==> src/rtl/epu_sched.sv <==
// epu_sched: round-robin scheduler that hands EPU runs to the CPU or the DMA.
// It latches the winner's base address, pulses epu_start, waits for epu_end
// with a timeout, then acks the owner and counts successful runs.
module epu_sched #(
  parameter int TIMEOUT_CYC = 4096,
  parameter int CNT_W       = 16
) (
  input  logic             clk,
  input  logic             rst,
  input  logic             req_cpu,
  input  logic             req_dma,
  input  logic [11:0]      base_cpu,
  input  logic [11:0]      base_dma,
  output logic [11:0]      epu_base,
  output logic             epu_start,
  input  logic             epu_end,
  output logic             ack_cpu,
  output logic             ack_dma,
  output logic             err,
  output logic             busy,
  output logic             grant_id,
  output logic [CNT_W-1:0] run_cnt
);

  localparam int WAIT_W = (TIMEOUT_CYC > 1) ? $clog2(TIMEOUT_CYC) : 1;
  localparam logic [WAIT_W-1:0] WAIT_LAST = WAIT_W'(TIMEOUT_CYC - 1);

  typedef enum logic [1:0] {IDLE, START, WAIT, DONE} state_t;

  state_t            state;
  logic              prio;      // 0 = CPU wins a tie, 1 = DMA wins a tie
  logic [WAIT_W-1:0] wait_cnt;
  logic              err_q;
  logic              win;

  // Arbitration: a lone requester always wins; a tie goes to the pointer.
  always_comb begin
    // NOTE: assign a default first so every path drives win and no latch is inferred.
    win = 1'b0;
    if (req_cpu && req_dma) win = prio;
    else                    win = req_dma;
  end

  // Scheduler FSM with registered outputs and synchronous active-low reset.
  always_ff @(posedge clk) begin
    if (!rst) begin
      // NOTE: sequential state uses non-blocking assignments so every register
      // samples pre-edge values regardless of statement order.
      state     <= IDLE;
      prio      <= 1'b0;
      wait_cnt  <= '0;
      err_q     <= 1'b0;
      run_cnt   <= '0;
      epu_start <= 1'b0;
      ack_cpu   <= 1'b0;
      ack_dma   <= 1'b0;
      err       <= 1'b0;
      busy      <= 1'b0;
      grant_id  <= 1'b0;
      epu_base  <= 12'h000;
    end else begin
      case (state)
        IDLE: begin
          if (req_cpu || req_dma) begin
            grant_id  <= win;
            epu_base  <= win ? base_dma : base_cpu;
            prio      <= ~win;
            epu_start <= 1'b1;
            busy      <= 1'b1;
            state     <= START;
          end
        end
        START: begin
          epu_start <= 1'b0;
          wait_cnt  <= '0;
          state     <= WAIT;
        end
        WAIT: begin
          if (epu_end) begin
            // Completion beats a simultaneous timeout.
            err_q   <= 1'b0;
            err     <= 1'b0;
            ack_cpu <= ~grant_id;
            ack_dma <= grant_id;
            state   <= DONE;
          end else if (wait_cnt == WAIT_LAST) begin
            err_q   <= 1'b1;
            err     <= 1'b1;
            ack_cpu <= ~grant_id;
            ack_dma <= grant_id;
            state   <= DONE;
          end else begin
            wait_cnt <= wait_cnt + 1'b1;
          end
        end
        DONE: begin
          ack_cpu <= 1'b0;
          ack_dma <= 1'b0;
          err     <= 1'b0;
          busy    <= 1'b0;
          if (!err_q) run_cnt <= run_cnt + 1'b1;
          state   <= IDLE;
        end
        default: state <= IDLE;
      endcase
    end
  end

endmodule

==> config.mk <==
export PLATFORM = sky130hd
export DESIGN_NAME = epu_sched
export DESIGN_NICKNAME = d
export VERILOG_FILES = /design/src/rtl/epu_sched.sv
export SDC_FILE = /design/constraint.sdc
export NUM_CORES = 1
export LEC_CHECK = 0
export CORE_ASPECT_RATIO = 1.75
export CORE_MARGIN = 3
export CORE_UTILIZATION = 36
export CTS_CLUSTER_SIZE = 14
export DETAILED_ROUTE_END_ITERATION = 10
export DONT_BUFFER_PORTS = 1
export SKIP_CTS_REPAIR_TIMING = 1
export SLEW_MARGIN = 40
export SYNTH_ARGS = -nofsm -noshare
export SYNTH_HDL_FRONTEND = slang
export SYNTH_SLANG_ARGS = --single-unit
export TNS_END_PERCENT = 5
==> constraint.sdc <==
create_clock -name clk -period 5.2 [get_ports clk]
set_input_delay 0.78 -clock clk [delete_from_list [all_inputs] [get_ports clk]]
set_output_delay 0.78 -clock clk [all_outputs]
set_load 0.01 [all_outputs]
# Word-level counts from Yosys, hierarchy flattened
# Index checks and enable logic that the tools add are counted.
# W data, S select, Z words.
[word_totals]
elab_cells = 62
inputBits = 29
regBits = 50
[classes]
bitwise = 3
reduce_logical = 16
n_addsub = 2
n_eq_ne = 8
mux = 21
[op_table]
columns = ["cell", "count"]
rows = [
  ["$mux W12", 3],
  ["$pmux W12 S2", 1],
  ["$add A16 B1 Y16 const B", 1],
  ["$reduce_and A2 Y1", 7],
  ["$add A12 B1 Y12 const B", 1],
  ["$eq A12 B12 Y1 const B", 1],
  ["$pmux W1 S2", 5],
  ["$reduce_bool A2 Y1", 5],
  ["$mux W1", 8],
  ["$pmux W2 S4", 1],
  ["$mux W2", 3],
  ["$ne A2 B2 Y1 const B", 3],
  ["$eq A2 B2 Y1 const B", 2],
  ["$ne A3 B3 Y1 const B", 1],
  ["$not A1 Y1", 3],
  ["$reduce_and A3 Y1", 1],
  ["$eq A2 B1 Y1 const B", 1],
  ["$logic_not A2 Y1", 1],
  ["$logic_and A1 B1 Y1", 1],
  ["$logic_or A1 B1 Y1", 1],
]

# Longest topological paths before layout
[depth]
ltp_word = 4
ltp_mapped = 7
ltp_nobuf = 6

# Worst setup path after synthesis
# No wires, ideal clock.
[synth_timing]
path_type = "register to register"
startpoint = "reg run_cnt[0]"
endpoint = "reg run_cnt[12]"
synth_period_minus_slack_ns = 1.851
slack_ns = 3.349
arrival_ns = 1.716
path_stages_with_launch = 7
path_cell_list = "dfxtp_1 ha_1 nand3b_1 or4_1 clkbuf_1 o311ai_0 o41ai_1"
[synth_via]
elab_chain_cells = 1
[synth_rtl]
columns = ["element", "line", "source"]
rows = [
  ["from (decl)", "22", "output logic [CNT_W-1:0] run_cnt"],
  ["from (signal assigned)", "101", "if (!err_q) run_cnt <= run_cnt + 1'b1;"],
  ["$add A16 B1 Y16", "101", ""],
]
# No other way between the ends.
# A chain may end at the register's enable or synchronous reset.

# Worst setup path in the final report
[layout_timing]
startpoint = "reg state[0]"
endpoint = "reg wait_cnt[9]"
[layout_via]
elab_chain_cells = 3
word_cells_on_any_way = 7
classes_between = "eq/ne (4); mux (1); reduce/logical (2)"
[layout_rtl]
columns = ["element", "line", "source"]
rows = [
  ["from (decl)", "30", "state_t state;"],
  ["from (signal assigned)", "49", "state <= IDLE;"],
  ["from (signal assigned)", "70", "state <= START;"],
  ["from (signal assigned)", "76", "state <= WAIT;"],
  ["$eq A2 B2 Y1 / $eq A2 B1 Y1 (equally long branches)", "62", "case (state)"],
  ["$ne A2 B2 Y1 (no line) / $reduce_bool A2 Y1 (equally long branches)", "--", ""],
  ["$reduce_and A3 Y1 (no line)", "--", ""],
  ["to (signal assigned)", "93", "wait_cnt <= wait_cnt + 1'b1;"],
  ["to (decl)", "32", "logic [WAIT_W-1:0] wait_cnt;"],
]
# Several ways; a longest one is shown, not always the timed one.

==> results.ini <==
[run_status]
status=finished clean

[layout]
syn_to_final_growth_pct=6.712
final_common_cell=dfxtp_1
multiInputGateArea_um2=1319
fillers=655
seq_area_um2=1001
drive_gt1_frac=0.06367
nNetsFinal=302
layout_common_cells=50 x dfxtp_1, 29 x nor2_1, 15 x nand2_1, 15 x mux2i_1, 15 x a211oi_1
antenna_cells=0

[floorplanning]
initial_utilization=0.3803
rows=38
ios=63
die-area_um2=7736
die_width_um=67.79
dieHeight_um=114.1
core_area_um2=6324

[timing]
setup_tns_ps=0
relSlewSlack=0.6054
finClkSkew_ps=9.344
clock.fmax_mhz=439.9
finalMaxSlewViolations=0
fin_crit_ps=2273
rsz0062_at_grt=false
report.final.setup_viol=0
hold_viol=0
holdWs_ps=503.6
worst_pin_slew_ps=587.4
finalCritPeriodShare=0.4372

[drt]
dr_total_vias=1983
ant_nets=0
vias_per_cell=5.715
wl_per_cell_um=15.25
drc=0
first_iter_violations=64
wl_um=5292
firstDrtPassIters=4

[worst_setup_path]
path_class=reg -> reg
critPathArrivalTime_ps=2510
path_max_fanout=13
critical-path-slowest-cell=or4_1
worstSetupStartpointType=register
cp-end-kind=register
crit_buf_inv=2
crit_family=simple AND/OR/NAND/NOR gates
r2r-start=state[0]
reg2reg_slack_ps=2930
critical_path.cell_chain=inv_1 > ha_1 > nor2b_1 > o31ai_1 > buf_4 > or4_1 > nand3_1
reg2regPathDepth=7
max_stage_delay_ps=460
cp.required_ps=5440
r2r_end=wait_cnt[9]

[cts]
root_buffer=clkbuf_8
clock_path_buffers=2
cts_made_buffers=5
cts.htree.levels=2
cts_tree=built
cts.sinks=50
clk_pin_slew_ps=90
insertion_delay_ps=300

[synth]
synth_warnings=0
synth_edf_count=0
netlist_instances=270
synth-main-ff-cell=dfxtp_1
synth_area_um2=2405
ys_ff_latch=50
syn_nets=306
ys_types=47
async_flop_share=0
ys_seq_area_frac=0.4162
syn_area_per_cell_um2=8.907

[global_routing]
grt_overflow_total=0
antenna_found_initial=0
grt_pass1_wl_um=8894
track_usage=0.1465
grt_pass1_vias=1879
grt_max_degree=31

[flow_run]
drv_cap=0

[power_and_ir_drop]
power.share.switching=0.3531
p_sw_w=0.0003460
clkPwrFrac=0.227
power.internal_w=0.0006338
peakVddDrop_mv=0.2061
comb_power_share=0.260
p_total_w=0.0009797
power_frac_seq=0.514
leakage_nw=0.9376
power_density_nw_per_um2=381.8

[hold_path]
min_delay_path_depth=2
min_from=state[1]
min_delay_worst_endpoint=state[1]
min_path_type=reg -> reg

[place]
portBuffers=0
place_congestion=0.7684
hpwlAfterDp_um=3868

==> how the worst max path moves through the flow <==
| stage | from | to | slack [ps] | cells past startpoint |
|---|---|---|---|---|
| final | state[0] | wait_cnt[9] | 2930 | 7 |
| after global routing | state[0] | wait_cnt[9] | 2730 | 7 |
| after CTS | state[0] | wait_cnt[9] | 2950 | 7 |
| after detailed placement | state[0] | wait_cnt[5] | 2960 | 7 |
| after global placement | state[0] | wait_cnt[5] | 3050 | 7 |
| after floorplan | run_cnt[0] | run_cnt[12] | 3350 | 6 |
==> Yosys cell counts (2+ instances only) <==
cell type  count  area (um^2)
dfxtp_1       50         1001
nor2_1        29        108.9
a211oi_1      15        112.6
mux2i_1       15        150.1
nand2_1       15        56.30
nand3_1       13        65.06
clkbuf_1      11        41.29
nand4_1       11        68.82
a21oi_1       10        50.05
o21ai_0       10        50.05
inv_1          8        30.03
ha_1           7        87.58
nor3_1         7        35.03
nor2b_1        6        37.54
xnor2_1        6        52.55
nand2b_1       5        31.28
o41ai_1        5        43.79
and4_1         3        26.28
o311ai_0       3        26.28
or4_1          3        22.52
xor2_1         3        26.28
buf_2          2        10.01
clkinv_1       2        7.510
nand3b_1       2        15.01
nand4b_1       2        17.52
nor4_1         2        12.51
o2111ai_1      2        17.52
o221a_2        2        22.52
o22ai_1        2        12.51
o31a_1         2        17.52
==> power groups by stage <==
stage	Clock (W)	Combinational (W)	Sequential [W]
after floorplan	0	0.000212	0.000499
after global placement	0	0.000246	0.000511
after detailed placement	0	0.000257	0.000512
after CTS	0.000235	0.000258	0.000504
after global routing	0.000249	0.000296	0.000511
final	0.000222	0.000254	0.000503
==> cells by family (layout without fill, tap and decap cells) <==
| group | Yosys count | count (layout) | synth area share |
|---|---|---|---|
| and+or+nand+nor | 106 | 106 | 0.2409 |
| DFF | 50 | 50 | 0.4162 |
| xor gates and xnor gates | 9 | 9 | 0.03278 |
| buffers and inverters | 24 | 21 | 0.03850 |
| AOI/OAI and AO/OA | 59 | 59 | 0.1727 |
| adders and majority gates | 7 | 7 | 0.03642 |
| muxes | 15 | 15 | 0.06243 |
==> final cells by class <==
| type | count | area share |
|---|---|---|
| sequential | 50 | 0.3901 |
| multi-input combinational | 196 | 0.5139 |
| tap | 80 | 0.03901 |
| inverter | 10 | 0.01463 |
| timing repair buffer | 3 | 0.008776 |
| clock inverter | 2 | 0.005363 |
| clock buffer | 6 | 0.02828 |
==> through the flow <==
stage	area [um^2]	utilization	cells	setup WS [ps]
after floorplan	2405	-	270	3349
after detailed placement	2480	0.3922	339	2964
final	2566	0.4058	347	2927
after CTS	2566	0.4058	347	2945
after global routing	2566	0.4058	347	2730
after global placement	2475	0.3914	339	3048
==> sequential cells by signal, summed over array words and instances, names as in the netlist, 2 cells and up <==
register	cells
epu_base	12
run_cnt	16
state	2
wait_cnt	12
==> worst min-delay path: cells and delay by family (launching register included) <==
family	cells	cell delay (ps)
flip-flops	1	340
multiplexers	1	60
AND/OR/NAND/NOR	1	60
==> routing by layer <==
layer / GRT usage / vias to the layer above / wire length, um
met1: 0.1561 / 911 / 2027
li1: - / 1001 / -
met3: 0.04028 / 6 / 393
met4: 0.05976 / 0 / 89
met5: 0 / - / 0
met2: 0.2622 / 65 / 2781
Note: power is estimated with default switching activity, not from simulation.
